--- src/rtl/linear_step_pkg.sv ---
// Shared types for the linear step generator: step payload encodings, FSM states
// and the derived step-count width.
package linear_step_pkg;

    typedef enum logic {
        AXIS_X = 1'b0,
        AXIS_Y = 1'b1
    } step_axis_t;

    typedef enum logic {
        DIR_POS = 1'b0,
        DIR_NEG = 1'b1
    } step_dir_t;

    typedef enum logic [1:0] {
        IDLE = 2'd0,
        RUN  = 2'd1,
        DONE = 2'd2
    } state_t;

    // Three guard bits cover |dx|+|dy| and the signed decision term without overflow.
    function automatic int step_bits(input int num_bits);
        return num_bits + 3;
    endfunction

endpackage

--- src/rtl/linear_step_decider.sv ---
// Combinational step decision: picks the axis of the next unit step from the
// current progress and error term, and produces the post-step counters.
module linear_step_decider
    import linear_step_pkg::*;
#(
    parameter int STEP_BITS = 11
) (
    input  logic        [STEP_BITS-1:0] cx,
    input  logic        [STEP_BITS-1:0] cy,
    input  logic        [STEP_BITS-1:0] adx,
    input  logic        [STEP_BITS-1:0] ady,
    input  logic signed [STEP_BITS-1:0] d,
    input  step_dir_t                   sx,
    input  step_dir_t                   sy,
    output step_axis_t                  axis,
    output step_dir_t                   dir,
    output logic        [STEP_BITS-1:0] cx_next,
    output logic        [STEP_BITS-1:0] cy_next,
    output logic signed [STEP_BITS-1:0] d_next
);

    logic d_nonpos;

    always_comb begin
        d_nonpos = d[STEP_BITS-1] || (d == '0);

        // Exhausted axes take priority; otherwise D==0 breaks the tie toward X.
        if (cx == adx) begin
            axis = AXIS_Y;
        end else if (cy == ady) begin
            axis = AXIS_X;
        end else if (d_nonpos) begin
            axis = AXIS_X;
        end else begin
            axis = AXIS_Y;
        end

        dir     = (axis == AXIS_X) ? sx : sy;
        cx_next = cx;
        cy_next = cy;
        d_next  = d;
        if (axis == AXIS_X) begin
            cx_next = cx + 1'b1;
            d_next  = d + $signed(ady);
        end else begin
            cy_next = cy + 1'b1;
            d_next  = d - $signed(adx);
        end
    end

endmodule

--- src/rtl/linear_step_generator.sv ---
// Converts a start/end segment into a handshaked stream of unit Manhattan steps,
// with a one-cycle done pulse once the last step has been taken.
module linear_step_generator
    import linear_step_pkg::*;
#(
    parameter  int NUM_BITS  = 8,
    localparam int STEP_BITS = step_bits(NUM_BITS)
) (
    input  logic                        clk,
    input  logic                        reset,
    input  logic signed [NUM_BITS-1:0]  start_x,
    input  logic signed [NUM_BITS-1:0]  start_y,
    input  logic signed [NUM_BITS-1:0]  end_x,
    input  logic signed [NUM_BITS-1:0]  end_y,
    input  logic                        seg_valid,
    output logic                        seg_ready,
    output logic                        step_valid,
    input  logic                        step_ready,
    output logic                        step_axis,
    output logic                        step_dir,
    output logic        [STEP_BITS-1:0] steps_left,
    output logic                        done
);

    state_t state, state_next;

    logic        [STEP_BITS-1:0] adx_q, ady_q, cx_q, cy_q;
    logic signed [STEP_BITS-1:0] d_q;
    step_dir_t                   sx_q, sy_q;

    logic signed [STEP_BITS-1:0] dx, dy;
    logic        [STEP_BITS-1:0] adx_in, ady_in, seg_len;

    step_axis_t                  dec_axis;
    step_dir_t                   dec_dir;
    logic        [STEP_BITS-1:0] cx_next, cy_next;
    logic signed [STEP_BITS-1:0] d_next;

    always_comb begin
        dx      = {{(STEP_BITS-NUM_BITS){end_x[NUM_BITS-1]}}, end_x}
                - {{(STEP_BITS-NUM_BITS){start_x[NUM_BITS-1]}}, start_x};
        dy      = {{(STEP_BITS-NUM_BITS){end_y[NUM_BITS-1]}}, end_y}
                - {{(STEP_BITS-NUM_BITS){start_y[NUM_BITS-1]}}, start_y};
        adx_in  = dx[STEP_BITS-1] ? -dx : dx;
        ady_in  = dy[STEP_BITS-1] ? -dy : dy;
        seg_len = adx_in + ady_in;
    end

    linear_step_decider #(
        .STEP_BITS(STEP_BITS)
    ) u_decider (
        .cx      (cx_q),
        .cy      (cy_q),
        .adx     (adx_q),
        .ady     (ady_q),
        .d       (d_q),
        .sx      (sx_q),
        .sy      (sy_q),
        .axis    (dec_axis),
        .dir     (dec_dir),
        .cx_next (cx_next),
        .cy_next (cy_next),
        .d_next  (d_next)
    );

    always_ff @(posedge clk or posedge reset) begin
        if (reset) begin
            state <= IDLE;
        end else begin
            state <= state_next;
        end
    end

    always_comb begin
        state_next = state;
        seg_ready  = 1'b0;
        step_valid = 1'b0;
        done       = 1'b0;
        step_axis  = 1'b0;
        step_dir   = 1'b0;
        unique case (state)
            IDLE: begin
                seg_ready = 1'b1;
                if (seg_valid) begin
                    state_next = (seg_len != '0) ? RUN : DONE;
                end
            end
            RUN: begin
                step_valid = 1'b1;
                step_axis  = (dec_axis == AXIS_Y);
                step_dir   = (dec_dir == DIR_NEG);
                if (step_ready && (steps_left == STEP_BITS'(1))) begin
                    state_next = DONE;
                end
            end
            DONE: begin
                done       = 1'b1;
                state_next = IDLE;
            end
            default: state_next = IDLE;
        endcase
    end

    always_ff @(posedge clk or posedge reset) begin
        if (reset) begin
            adx_q      <= '0;
            ady_q      <= '0;
            cx_q       <= '0;
            cy_q       <= '0;
            d_q        <= '0;
            sx_q       <= DIR_POS;
            sy_q       <= DIR_POS;
            steps_left <= '0;
        end else begin
            if ((state == IDLE) && seg_valid) begin
                adx_q      <= adx_in;
                ady_q      <= ady_in;
                cx_q       <= '0;
                cy_q       <= '0;
                d_q        <= '0;
                sx_q       <= dx[STEP_BITS-1] ? DIR_NEG : DIR_POS;
                sy_q       <= dy[STEP_BITS-1] ? DIR_NEG : DIR_POS;
                steps_left <= seg_len;
            end else if ((state == RUN) && step_ready) begin
                cx_q       <= cx_next;
                cy_q       <= cy_next;
                d_q        <= d_next;
                steps_left <= steps_left - 1'b1;
            end
        end
    end

endmodule
--- config.mk ---
export PLATFORM = sky130hd
export DESIGN_NAME = linear_step_generator
export DESIGN_NICKNAME = d
export VERILOG_FILES = /design/src/rtl/linear_step_pkg.sv /design/src/rtl/linear_step_decider.sv /design/src/rtl/linear_step_generator.sv
export SDC_FILE = /design/constraint.sdc
export NUM_CORES = 1
export LEC_CHECK = 0
export CORE_AREA = 5 5 117 92
export DETAILED_ROUTE_END_ITERATION = 16
export DIE_AREA = 0 0 122 97
export HOLD_SLACK_MARGIN = 0.1
export MAX_ROUTING_LAYER = met4
export PLACE_DENSITY_LB_ADDON = 0.08
export SLEW_MARGIN = 20
export SYNTH_ARGS = -nofsm -noshare
export SYNTH_HDL_FRONTEND = slang
export SYNTH_SLANG_ARGS = --single-unit
export TNS_END_PERCENT = 50
--- constraint.sdc ---
create_clock -name clk -period 3.95 [get_ports clk]
set_input_delay 0.395 -clock clk [delete_from_list [all_inputs] [get_ports clk]]
set_output_delay 0.395 -clock clk [all_outputs]
set_load 0.1 [all_outputs]
### Yosys cells after proc, flatten, opt, wreduce, memory -nomap -nowiden

Cells that the tools add are included.

* bits of input ports: 36
* logic and storage cells: 67
* bits in registers: 70
* output and inout bits: 16

* reduce and logical (&&, ||, !) cells: 12
* add/sub/neg operators: 10
* mux-type cells: 28
* eq/ne operators: 8

Operators by type and width (count)
* 11-bit 2-to-1 mux: 13
* 11-bit by 1-bit adder with 11-bit output, second input constant: 2
* 11-bit adder: 2
* 11-bit equality test: 2
* 9-bit negator with 11-bit output: 2
* 8-bit by 8-bit subtractor with 9-bit output: 2
* 11-bit by 1-bit equality test with 1-bit output, second input constant: 1
* 11-bit logical NOT: 1
* 1-bit 2-to-1 mux: 11
* 11-bit nonzero test: 1
* 11-bit by 1-bit subtractor with 11-bit output, second input constant: 1
* 11-bit subtractor: 1
* 2-bit 2-to-1 mux: 3
* 2-bit AND reduction: 3
* 2-bit inequality test, second input constant: 2
* 2-bit one-hot mux with 2 select lines: 1
* 2-bit nonzero test: 2
* 1-bit logical AND: 3
* 2-bit by 1-bit equality test with 1-bit output, second input constant: 1
* 2-bit equality test, second input constant: 1
* 2-bit logical NOT: 1
* 2-bit by 1-bit inequality test with 1-bit output, second input constant: 1
* 1-bit logical OR: 1

### Depth between registers and ports, before layout

Gate-level depths: netlist of the first run.

* depth in word-level cells: 8
* mapped depth: 20
* gate-level depth less buffers: 20

### Hierarchy

From an unflattened synthesis of the first run, not the netlist that was laid out.

* cell total of the unflattened synthesis: 632
* area, all modules: 5723.0 um2

By module, submodules not included
* linear_step_generator: area an instance 4282.9 um2, instances 1, seq. area each 1751.7 um2, cells an instance 436
* linear_step_decider: area an instance 1440.1 um2, instances 1, seq. area each 0.0 um2, cells an instance 196

### Least setup slack after synthesis of the first run

No wires, ideal clock.

* path kind: input-to-reg
* start point: input end_x[0]
* end point: register state[0]
* data arrival time: 3.803 ns
* cell stages on the path: 20
* library setup time: 0.122 ns
* path slack: 0.025 ns
* path buffers: 0
* required time: 3.828 ns
* cells stage by stage: inv_1 ha_1 inv_1 fa_1 a21oi_1 o211ai_1 a21oi_1 nand2b_1 a31oi_4 mux2i_1 inv_1 ha_1 a21o_1 a21oi_1 o21ai_0 a221oi_2 and2_1 o2111ai_1 o21ai_0 nand2_1

* word-level cells in the longest chain between the ends: 8

Ends and longest elaborated chain
* start: declaration: RTL line linear_step_generator.sv:13 `input logic signed [NUM_BITS-1:0] end_x,`
* 8-bit by 8-bit subtractor with 9-bit output (*): RTL line linear_step_generator.sv:41 `- {{(STEP_BITS-NUM_BITS){start_x[NUM_BITS-1]}}, start_x};`
* 9-bit negator with 11-bit output: RTL line linear_step_generator.sv:44 `adx_in = dx[STEP_BITS-1] ? -dx : dx;`
* 11-bit 2-to-1 mux (*): RTL line linear_step_generator.sv:44
* net adx_in[1]: RTL line linear_step_generator.sv:32 `logic [STEP_BITS-1:0] adx_in, ady_in, seg_len;`
* 11-bit adder (*): RTL line linear_step_generator.sv:46 `seg_len = adx_in + ady_in;`
* 11-bit nonzero test (*): RTL line linear_step_generator.sv:85 `state_next = (seg_len != '0) ? RUN : DONE;`
* 2-bit 2-to-1 mux (*): RTL line linear_step_generator.sv:85
* 2-bit 2-to-1 mux (*): RTL line linear_step_generator.sv:84 `if (seg_valid) begin`
* 2-bit one-hot mux with 2 select lines (*): RTL line linear_step_generator.sv:81 `unique case (state)`
* end signal: assignment: RTL line linear_step_generator.sv:70 `state <= state_next;`
* end: declaration: RTL line linear_step_generator.sv:25 `state_t state, state_next;`

The timed path passes the listed nets; every way through them passes the cells marked *. The select of a mux whose other input is x is not followed.
A chain may end at the register's enable or synchronous reset.

### Worst setup path after layout of the first run

* start point: input start_y[1]
* end point: register state[0]

* word-level cells in the longest chain between the ends: 8

Ends and longest elaborated chain
* start: declaration: RTL line linear_step_generator.sv:12 `input logic signed [NUM_BITS-1:0] start_y,`
* 8-bit by 8-bit subtractor with 9-bit output (*): RTL line linear_step_generator.sv:43 `- {{(STEP_BITS-NUM_BITS){start_y[NUM_BITS-1]}}, start_y};`
* 9-bit negator with 11-bit output: RTL line linear_step_generator.sv:45 `ady_in = dy[STEP_BITS-1] ? -dy : dy;`
* 11-bit 2-to-1 mux (*): RTL line linear_step_generator.sv:45
* net ady_in[7]: RTL line linear_step_generator.sv:32
* 11-bit adder (*): RTL line linear_step_generator.sv:46
* 11-bit nonzero test (*): RTL line linear_step_generator.sv:85
* 2-bit 2-to-1 mux (*): RTL line linear_step_generator.sv:85
* 2-bit 2-to-1 mux (*): RTL line linear_step_generator.sv:84
* 2-bit one-hot mux with 2 select lines (*): RTL line linear_step_generator.sv:81

Marks and branches as above.

==> impl_metrics.csv, run 1 <==
group,metric,value,unit
run_status,status,"complete, no violations",
clock_tree,cts_tree,"done",
final_layout,multi_input_area,0.00379,sq mm
critical_path,cp_max_fo,5,
place,hpwl,10.4,mm
logic_synthesis,synth.top_cell.area_share,32.1,%
hold_path,hold_depth,2,
logic_synthesis,syn_area,0.00545,sq mm
drt,route.detailed.drc,0,
critical_path,required,4.17,ns
logic_synthesis,async_reset_ff_share,100,%
final_layout,synthToLayoutAreaGrowth,35.7,%
grt,grt_overflow_total,0,
critical_path,cp.depth,18,
grt,grt_pass1_vias,4926,
logic_synthesis,synth-seq-cells,70,
clock_tree,clk_path_buf_depth,2,
die,fp-row-count,31,
final_layout,seq_area,0.00175,sq mm
power,ir_drop,0.417,mV
critical_path,max_stage_delay,0.45,ns
power,leakage,3.39,nW
place,gp_congestion,0.885,
place,port_buffers,51,
sta,finalSetupViolCount,0,
clock_tree,cts_root_buf,"clkbuf_16",
clock_tree,htree_levels,3,
critical_path,rr_worst_depth,15,
power,powerDensity,796,mW/mm^2
grt,antenna_found_initial,0,
logic_synthesis,synth_fa_ha_area_share,11.3,%
critical_path,slowest_stage,"clkdlybuf4s50_1",
sta,relSlewSlack,35.1,%
logic_synthesis,synthTopCellsByCount,"70 x dfrtp_1, 58 x nor2_1, 49 x xnor2_1",
sta,finalClockSkew,0.00738,ns
grt,grt_pass1_wl,22.9,mm
final_layout,nNetsFinal,840,
logic_synthesis,yosys_most_used_dff,"dfrtp_1",
clock_tree,cts_buffers,9,
drt,ant_nets,0,
logic_synthesis,synth_area_leaders,"dfrtp_1 32%, ha_1 9.9%, xnor2_1 7.9%",
critical_path,cp.buffers_inverters,3,
logic_synthesis,synth-simple-area-share,19.9,%
critical_path,worstSetupPathType,"input port to register",
sta,finalCritPeriodShare,97.5,%
final_layout,num_antenna_cells,0,
final_layout,drive_above_1_share,24.9,%
grt,groute.usage.overall,24.7,%
logic_synthesis,syn_avg_cell_area,8.76,sq um
die,die_area,0.0118,sq mm
clock_tree,clock_latency,0.34,ns
logic_synthesis,synth_top_family_by_area,"simple AND/OR/NAND/NOR gates",
critical_path,crit_arrival,4.07,ns
logic_synthesis,synth-edff-count,0,
drt,via_per_inst,5.56,
logic_synthesis,syn_inst,622,
run,maxCapViolCount,0,
grt,grt_max_degree,48,
clock_tree,cts_sinks,70,
logic_synthesis,synth.area.mux_share,4.20,%
die,start_util,57.8,%
critical_path,crit_path_end_kind,"register",
logic_synthesis,yosysWarnings,0,
logic_synthesis,synth-xor-area-share,13.7,%
logic_synthesis,yosysMostFrequentCell,"dfrtp_1",
sta,slew_viol_final,0,
logic_synthesis,synth_seq_area_share,32.1,%
die,die_h,97,microns
logic_synthesis,synth_compound_area_share,14.0,%
sta,max_freq,260,MHz
drt,wl_per_cell,16.4,microns
drt,drt_pass1_iterations,5,
die,ios,52,
die,fp.coreArea,0.00943,sq mm
drt,wirelength,14.7,mm
drt,drt_iter0_markers,314,
critical_path,path_common_cell,"nand2_1",
logic_synthesis,ys_types,56,
sta,hold_ws,0.493,ns
die,fp.dieW,122,microns
critical_path,start_kind,"input port",
clock_tree,clkTransAtPathRegs,0.06,ns
critical_path,cp_cell_sequence,"clkdlybuf4s50_1 > inv_1 > ha_1 > nor2b_1 > o21ai_2 > nor2b_4 > xnor2_2 > buf_4 > nor4_4 > a21oi_1 > xor2_1 > ha_2 > and3_1 > a211oi_2 > nand2_1 > xor2_2 > o21ai_1 > nand2_1",
critical_path,critical-path-top-delay-family,"simple AND/OR/NAND/NOR gates",
sta,worst_pin_slew,0.970,ns
final_layout,nFillCells,634,
power,power,5.88,mW
drt,num_vias,4967,
logic_synthesis,yosysTopAreaCell,"dfrtp_1",
sta,finalCriticalPeriod,3.85,ns
hold_path,hold_class,"register to register",
sta,finalHoldViolCount,0,
-- kinds of logic (layout without fill, tap and decap cells) --
family / Yosys count / after routing
AOI/OAI and AO/OA: 119 / 119
xor gates and xnor gates: 85 / 85
adders and majority gates: 47 / 47
buffers and inverters: 63 / 202
DFF: 70 / 70
muxes: 21 / 21
other: 1 / 2
and+or+nand+nor: 216 / 216
-- final timing paths --
path	start	to	slack, ns
worst min-delay path	sx_q$_DFFE_PP0P_	sx_q$_DFFE_PP0P_	0.49
worst min register to register	sx_q$_DFFE_PP0P_	sx_q$_DFFE_PP0P_	0.49
max in group asynchronous	reset	steps_left[6]$_DFFE_PP0P_	2.63
min in group asynchronous	reset	cx_q[3]$_DFFE_PP0P_	0.51
worst max-delay path	start_y[1]	state[0]$_DFFE_PP0P_	0.10
worst max register to register	cx_q[2]$_DFFE_PP0P_	d_q[9]$_DFFE_PP0P_	0.37
-- flip-flops by register name (all words and copies together) (netlist names) --
| register | count |
|---|---|
| adx_q | 11 |
| ady_q | 11 |
| cx_q | 11 |
| cy_q | 11 |
| d_q | 11 |
| steps_left | 11 |
| state | 2 |
| sx_q | 1 |
| sy_q | 1 |
-- cell type report --
cell class / instances / area share (%)
Clock buffer: 11 / 3.42
Timing Repair Buffer: 138 / 15.8
Clock inverter: 5 / 1.10
Inverter: 48 / 2.45
Multi-Input combinational cell: 490 / 51.3
Tap cell: 132 / 2.23
Sequential cell: 70 / 23.7
-- where the power goes --
group | switching [mW] | leakage [nW] | internal (mW) | total, mW
Combinational | 2.11 | 2.34 | 1.60 | 3.71
Clock | 0.320 | 0.162 | 0.587 | 0.907
Sequential | 0.301 | 0.894 | 0.964 | 1.27
-- per-layer routing --
layer,GRT usage [%],part of all wire [%],vias up,routed length [microns]
li1,-,-,2419,-
met1,31.7,45,2399,6640
met2,39.0,48,127,7070
met3,6.24,5.1,22,751
met4,6.37,1.4,0,211
met5,-,0,-,0
-- what timing repair did --
item,CTS,global route
gates resized for setup,9,76
buffers inserted,6,7
setup endpoints to repair,5,8
hold buffers,0,0
pin swaps,13,39
-- per-stage QoR --
step | setup slack [ns] | instance area [sq um] | util (%) | setup TNS (ns) | std cells
2_1_floorplan | 0.0252 | 5450 | - | 0 | 623
3_3_place_gp | -0.472 | 6610 | 70.2 | -2.19 | 866
3_5_place_dp | -0.527 | 6610 | 70.2 | -2.97 | 866
4_1_cts | 0.00179 | 7030 | 74.5 | 0 | 888
5_1_grt | -0.161 | 7390 | 78.5 | -0.299 | 894
6_report | 0.100 | 7390 | 78.5 | 0 | 894
-- worst register-to-register path, cell delays in order, from the launching register on --
cell and delay, ns:
dfrtp_1 0.43, xor2_1 0.19, nor4_1 0.28, nand3_1 0.23, nand2_4 0.24, mux2_2 0.40, inv_1 0.07, ha_1 0.21
nor2b_1 0.13, o21ai_0 0.14, nand2b_1 0.11, a21o_1 0.19, a21o_1 0.22, a311oi_1 0.34, xor2_1 0.18, o21ai_0 0.10
-- layout by cell type (no fill, tap or decap), types with 15 or more instances in the layout --
cell type,instances
mux2_2,15
o21ai_0,36
nor2_1,51
buf_4,88
ha_1,38
a21oi_1,23
nand3_1,21
nor3_1,15
dfrtp_1,70
nand2_1,46
xor2_1,33
clkdlybuf4s50_1,43
xnor2_1,41
inv_1,44
No activity file was read; power rests on OpenSTA's default activity.
==> run 2, diff against run 1 <==
Settings changed: CORE_AREA 5 5 117 92 to 5 5 127 99, DIE_AREA 0 0 122 97 to 0 0 132 104.
==> run 2 against run 1 <==
Combinational power rose by 2%. Worst hold slack got worse by 0.061 ns. Count of clock-buffer cells in the layout rose by 3. First-iteration DRC count fell by 17%. Sequential cell count did not move. Power fell by 0.84%. Cell area rose by 0.85%. Via count fell by 1.6%. Die area rose by 16%.
==> impl_metrics.csv, run 2 (same netlist as run 1, synthesis figures left out) <==
group,metric,value,unit
final_layout,stdcell_area,0.00746,sq mm
clock_tree,htree_levels,3,
grt,grt_max_degree,46,
final_layout,nNetsFinal,838,
final_layout,num_antenna_cells,0,
critical_path,worstSetupPathType,"input port to register",
die,ios,52,
critical_path,r2r_setup_slack,0.30,ns
power,ir_drop,0.450,mV
clock_tree,cts_tree,"done",
drt,drt_pass1_iterations,5,
critical_path,max_stage_delay,0.47,ns
clock_tree,cts_sinks,70,
final_layout,synthToLayoutAreaGrowth,36.8,%
place,hpwl,10.4,mm
critical_path,cp_cell_sequence,"clkdlybuf4s50_1 > inv_1 > ha_4 > nand2_1 > o211ai_1 > a21oi_2 > nand2b_4 > a31oi_4 > mux2i_2 > inv_2 > ha_4 > a21o_1 > a21oi_4 > o21ai_2 > a221oi_2 > and2_1 > o2111ai_2 > o32ai_1",
drt,wirelength,14.0,mm
place,place_area,0.00662,sq mm
place,pre_cts_slack,-0.578,ns
place,port_buffers,51,
drt,route.detailed.drc,0,
critical_path,critical-path-top-delay-family,"compound AO/OA/AOI/OAI gates",
die,die_h,104,microns
run,maxCapViolCount,0,
sta,relSlewSlack,35.1,%
clock_tree,clk_path_buf_depth,2,
final_layout,fin_util,66.1,%
grt,antenna_found_initial,0,
sta,finalSetupViolCount,0,
critical_path,crit_arrival,4.05,ns
grt,grt_overflow_total,0,
die,start_util,48.3,%
final_layout,final_common_cell,"buf_4",
critical_path,required,4.18,ns
power,power,5.83,mW
critical_path,cp_max_fo,6,
critical_path,r2r_start,"adx_q[7]$_DFFE_PP0P_",
clock_tree,clock_latency,0.33,ns
final_layout,drive_above_1_share,24.2,%
sta,finalCritPeriodShare,96.8,%
critical_path,r2r-end,"d_q[9]$_DFFE_PP0P_",
critical_path,crit_path_end_kind,"register",
die,fp-row-count,34,
place,gp_congestion,0.950,
sta,layout_setup_ws,0.126,ns
drt,ant_nets,0,
sta,finalClockSkew,0.00537,ns
final_layout,nFillCells,918,
power,powerDensity,782,mW/mm^2
hold_path,hold_class,"input port to asynchronous set/reset pin",
run_status,status,"complete, no violations",
drt,wl_per_cell,15.5,microns
grt,grt_pass1_wl,22.8,mm
clock_tree,clkTransAtPathRegs,0.05,ns
clock_tree,cts_hold_buf,0,
drt,num_vias,4888,
grt,groute.usage.overall,20.6,%
sta,worst_pin_slew,0.970,ns
critical_path,slowest_stage,"clkdlybuf4s50_1",
critical_path,path_common_cell,"ha_4",
power,leakage,3.37,nW
die,fp.dieW,132,microns
clock_tree,cts_buffers,9,
sta,max_freq,261,MHz
sta,slew_viol_final,0,
sta,hold_ws,0.433,ns
clock_tree,cts_root_buf,"clkbuf_16",
critical_path,cp.buffers_inverters,3,
drt,via_per_inst,5.41,
sta,finalHoldViolCount,0,
drt,drt_iter0_markers,261,
critical_path,rr_worst_depth,15,
grt,grt_pass1_vias,4765,
die,die_area,0.0137,sq mm
sta,finalCriticalPeriod,3.82,ns
critical_path,start_kind,"input port",
final_layout,layout_common_cells,"81 x buf_4, 70 x dfrtp_1, 54 x nor2_1",
die,fp.coreArea,0.0113,sq mm
## run 2: cell type report
class | count | area [sq um] | share of cell area, %
Sequential cell | 70 | 1750 | 23.5
Timing Repair Buffer | 135 | 1170 | 15.7
Clock inverter | 1 | 30.0 | 0.403
Tap cell | 144 | 180 | 2.42
Clock buffer | 14 | 254 | 3.41
Multi-Input combinational cell | 491 | 3890 | 52.2
Inverter | 48 | 180 | 2.42
## run 2: layer usage
layer	up-vias	GRT usage, %	part of all wire [%]
li1	2426	-	-
met1	2301	27.9	47
met2	136	31.4	46
met3	25	3.92	4.8
met4	0	6.31	1.8
met5	-	-	0
## run 2: worst max path at each step
| stage | cells past startpoint | slack [ns] | from | to |
|---|---|---|---|---|
| 2_1_floorplan | 20 | 0.03 | end_x[0] | state[0]$_DFFE_PP0P_ |
| 3_3_place_gp | 20 | -0.46 | start_x[0] | state[0]$_DFFE_PP0P_ |
| 3_5_place_dp | 19 | -0.58 | start_x[0] | state[1]$_DFFE_PP0P_ |
| 4_1_cts | 21 | 0.003 | end_y[0] | state[1]$_DFFE_PP0P_ |
| 5_1_grt | 18 | -0.03 | start_x[4] | state[1]$_DFFE_PP0P_ |
| 6_report | 18 | 0.13 | start_x[4] | state[1]$_DFFE_PP0P_ |
## run 2: power by group
part | total, mW | switching (mW) | internal, mW | leakage (nW)
logic | 3.78 | 2.13 | 1.66 | 2.34
registers | 1.26 | 0.293 | 0.965 | 0.894
clock network | 0.792 | 0.288 | 0.504 | 0.137
total | 5.83 | 2.71 | 3.13 | 3.37
## run 2: through the flow
step / cells / TNS [ns]
after floorplan: 623 / 0
after global placement: 877 / -2.32
after detailed placement: 877 / -3.36
after CTS: 898 / 0
after global routing: 903 / -0.0315
final: 903 / 0
## run 2: worst reg2reg max path, stage by stage, from the launching register on
cell and delay [ns]:
dfrtp_1 0.41, xor2_1 0.17, nor4_1 0.35, nand3_2 0.27
nand2_8 0.19, mux2_2 0.38, inv_1 0.06, ha_1 0.21
nor2b_1 0.13, o21ai_0 0.17, nand2b_1 0.12, a21o_1 0.21
a21o_1 0.22, a311oi_1 0.36, xor2_1 0.16, o21ai_0 0.09
## run 2: timing repair
item | CTS | global route
buffers inserted | 6 | 4
pin swaps | 15 | 45
resized for setup | 20 | 74
gates cloned | 0 | 1
setup endpoints to repair | 6 | 9
==> run 3, diff against run 2 <==
Settings changed: MAX_ROUTING_LAYER met4 to unset.
==> run 3 against run 2 <==
Via count down 0.68%. Sequential power about the same. Global-route usage down 0.37 points. Clock skew up 0.0018 ns. Non-clock buffer count up 3. Count of clock-buffer cells in the layout down 1. Maximum frequency down 0.74%. Cell area down 1.1%. Wire length up 1.4%. Largest cell class unchanged.
==> impl_metrics.csv, run 3 (same netlist as run 1, synthesis figures left out) <==
group,metric,value,unit
run_status,status,"complete, no violations",
run,maxCapViolCount,0,
final_layout,nNetsFinal,840,
power,ir_drop,0.428,mV
grt,antenna_found_initial,0,
grt,grt_overflow_total,0,
drt,drt_pass1_iterations,5,
final_layout,num_antenna_cells,0,
power,p_clk_share,14.4,%
final_layout,nFillCells,936,
drt,route.detailed.drc,0,
clock_tree,clock_latency,0.33,ns
place,pre_cts_slack,-0.719,ns
drt,wirelength,14.2,mm
grt,groute.usage.overall,20.2,%
clock_tree,cts_sinks,70,
die,start_util,48.3,%
drt,wl_per_cell,15.7,microns
power,powerDensity,780,mW/mm^2
final_layout,drive_above_1_share,24.4,%
die,fp.coreArea,0.0113,sq mm
sta,hold_ws,0.418,ns
grt,grt_pass1_wl,23.2,mm
sta,finalCriticalPeriod,3.85,ns
power,swShare,46.3,%
clock_tree,cts_buffers,9,
die,fp-row-count,34,
place,gp_congestion,0.919,
place,place_area,0.00662,sq mm
power,power,5.75,mW
drt,drt_iter0_markers,201,
die,ios,52,
clock_tree,htree_levels,3,
final_layout,layout_common_cells,"88 x buf_4, 70 x dfrtp_1, 53 x nor2_1",
drt,ant_nets,0,
clock_tree,cts_root_buf,"clkbuf_16",
critical_path,worstSetupPathType,"input port to register",
final_layout,stdcell_area,0.00738,sq mm
power,switching_power,2.67,mW
critical_path,cp_max_fo,6,
grt,grt_pass1_vias,4866,
sta,max_freq,260,MHz
final_layout,final_common_cell,"buf_4",
sta,layout_setup_ws,0.0972,ns
critical_path,start_kind,"input port",
sta,worst_pin_slew,0.970,ns
die,die_h,104,microns
hold_path,hold_class,"input port to asynchronous set/reset pin",
sta,finalSetupTns,0,ns
final_layout,synthToLayoutAreaGrowth,35.4,%
critical_path,required,4.18,ns
clock_tree,cts_hold_buf,0,
sta,finalClockSkew,0.00712,ns
critical_path,crit_path_end_kind,"register",
grt,grt_max_degree,47,
die,fp.dieW,132,microns
sta,finalCritPeriodShare,97.5,%
drt,via_per_inst,5.36,
sta,slew_viol_final,0,
sta,relSlewSlack,35.1,%
sta,finalSetupViolCount,0,
drt,num_vias,4855,
power,pwr-share-seq,21.8,%
power,leakage,3.38,nW
power,p_comb_share,63.8,%
place,port_buffers,51,
place,hpwl,10.3,mm
sta,finalHoldViolCount,0,
critical_path,crit_arrival,4.09,ns
clock_tree,clk_path_buf_depth,2,
clock_tree,cts_tree,"done",
clock_tree,clkTransAtPathRegs,0.06,ns
power,p_int,3.09,mW
die,die_area,0.0137,sq mm
## run 3: cell count changes in the layout (fill, tap and decap cells not counted), moves of 3 or more
| cell | previous run | this run |
|---|---|---|
| ha_1 | 33 | 36 |
| xnor2_2 | 4 | 10 |
| buf_4 | 81 | 88 |
| o21ai_1 | 4 | 1 |
| xnor2_1 | 42 | 38 |
| buf_6 | 5 | 1 |
| ha_4 | 7 | 3 |
| o21ai_0 | 35 | 38 |
## run 3: per-layer routing
metal	up-vias	wire, microns	track usage, %
met2	100	6820	31.7
met4	0	200	5.21
met5	-	0	0
li1	2420	-	-
met1	2314	6650	28.6
met3	21	511	3.92
## run 3: area by class of cell
cell class                 instances  area [sq um]  area share (%)
timing repair buffer             138          1180            16.0
sequential                        70          1750            23.7
clock inverter                     3          42.5           0.577
multi-input combinational        490          3780            51.3
clock buffer                      13           260            3.53
tap                              144           180            2.44
inverter                          48           180            2.44
## run 3: per-stage QoR
step	instances	util (%)
6_report	906	65.4
2_1_floorplan	623	-
3_3_place_gp	877	58.7
4_1_cts	899	62.8
3_5_place_dp	877	58.7
5_1_grt	906	65.4
## run 3: power by group through the flow
stage          logic, mW  clock network (mW)  registers (mW)
2_1_floorplan       2.00                   0            1.57
5_1_grt             4.00               0.874            1.29
3_5_place_dp        3.32                   0            1.26
3_3_place_gp        3.27                   0            1.25
4_1_cts             3.47               0.846            1.25
6_report            3.67               0.826            1.25
## run 3: critical path, cell delays in order
cell             delay [ns]
clkdlybuf4s50_1        0.46
inv_1                  0.06
ha_4                   0.29
a21oi_4                0.06
o211ai_1               0.24
a21oi_2                0.11
nand2b_4               0.15
a31oi_4                0.29
mux2i_2                0.30
inv_1                  0.08
ha_1                   0.28
a21o_1                 0.18
a21oi_2                0.22
buf_4                  0.18
o21a_1                 0.14
o211ai_1               0.13
nor2_1                 0.16
o2111ai_2              0.14
o32ai_1                0.23
## run 3: timing repair
item | in CTS | in global routing
buffers inserted | 6 | 7
endpoints found under the setup margin | 5 | 9
resized for setup | 27 | 48
pin swaps | 17 | 38
## run 3: path summary, 6_finish.rpt
kind / start / to / slack, ns / cells past startpoint
worst min-delay path: reset / d_q[9]$_DFFE_PP0P_ / 0.42 / 2
max in group asynchronous: reset / adx_q[4]$_DFFE_PP0P_ / 2.56 / 3
min in group clk: sy_q$_DFFE_PP0P_ / sy_q$_DFFE_PP0P_ / 0.50 / 2
worst max-delay path: start_x[2] / state[1]$_DFFE_PP0P_ / 0.1 / 19
worst max register to register: cx_q[4]$_DFFE_PP0P_ / d_q[9]$_DFFE_PP0P_ / 0.32 / 15
worst min register to register: sy_q$_DFFE_PP0P_ / sy_q$_DFFE_PP0P_ / 0.50 / 2
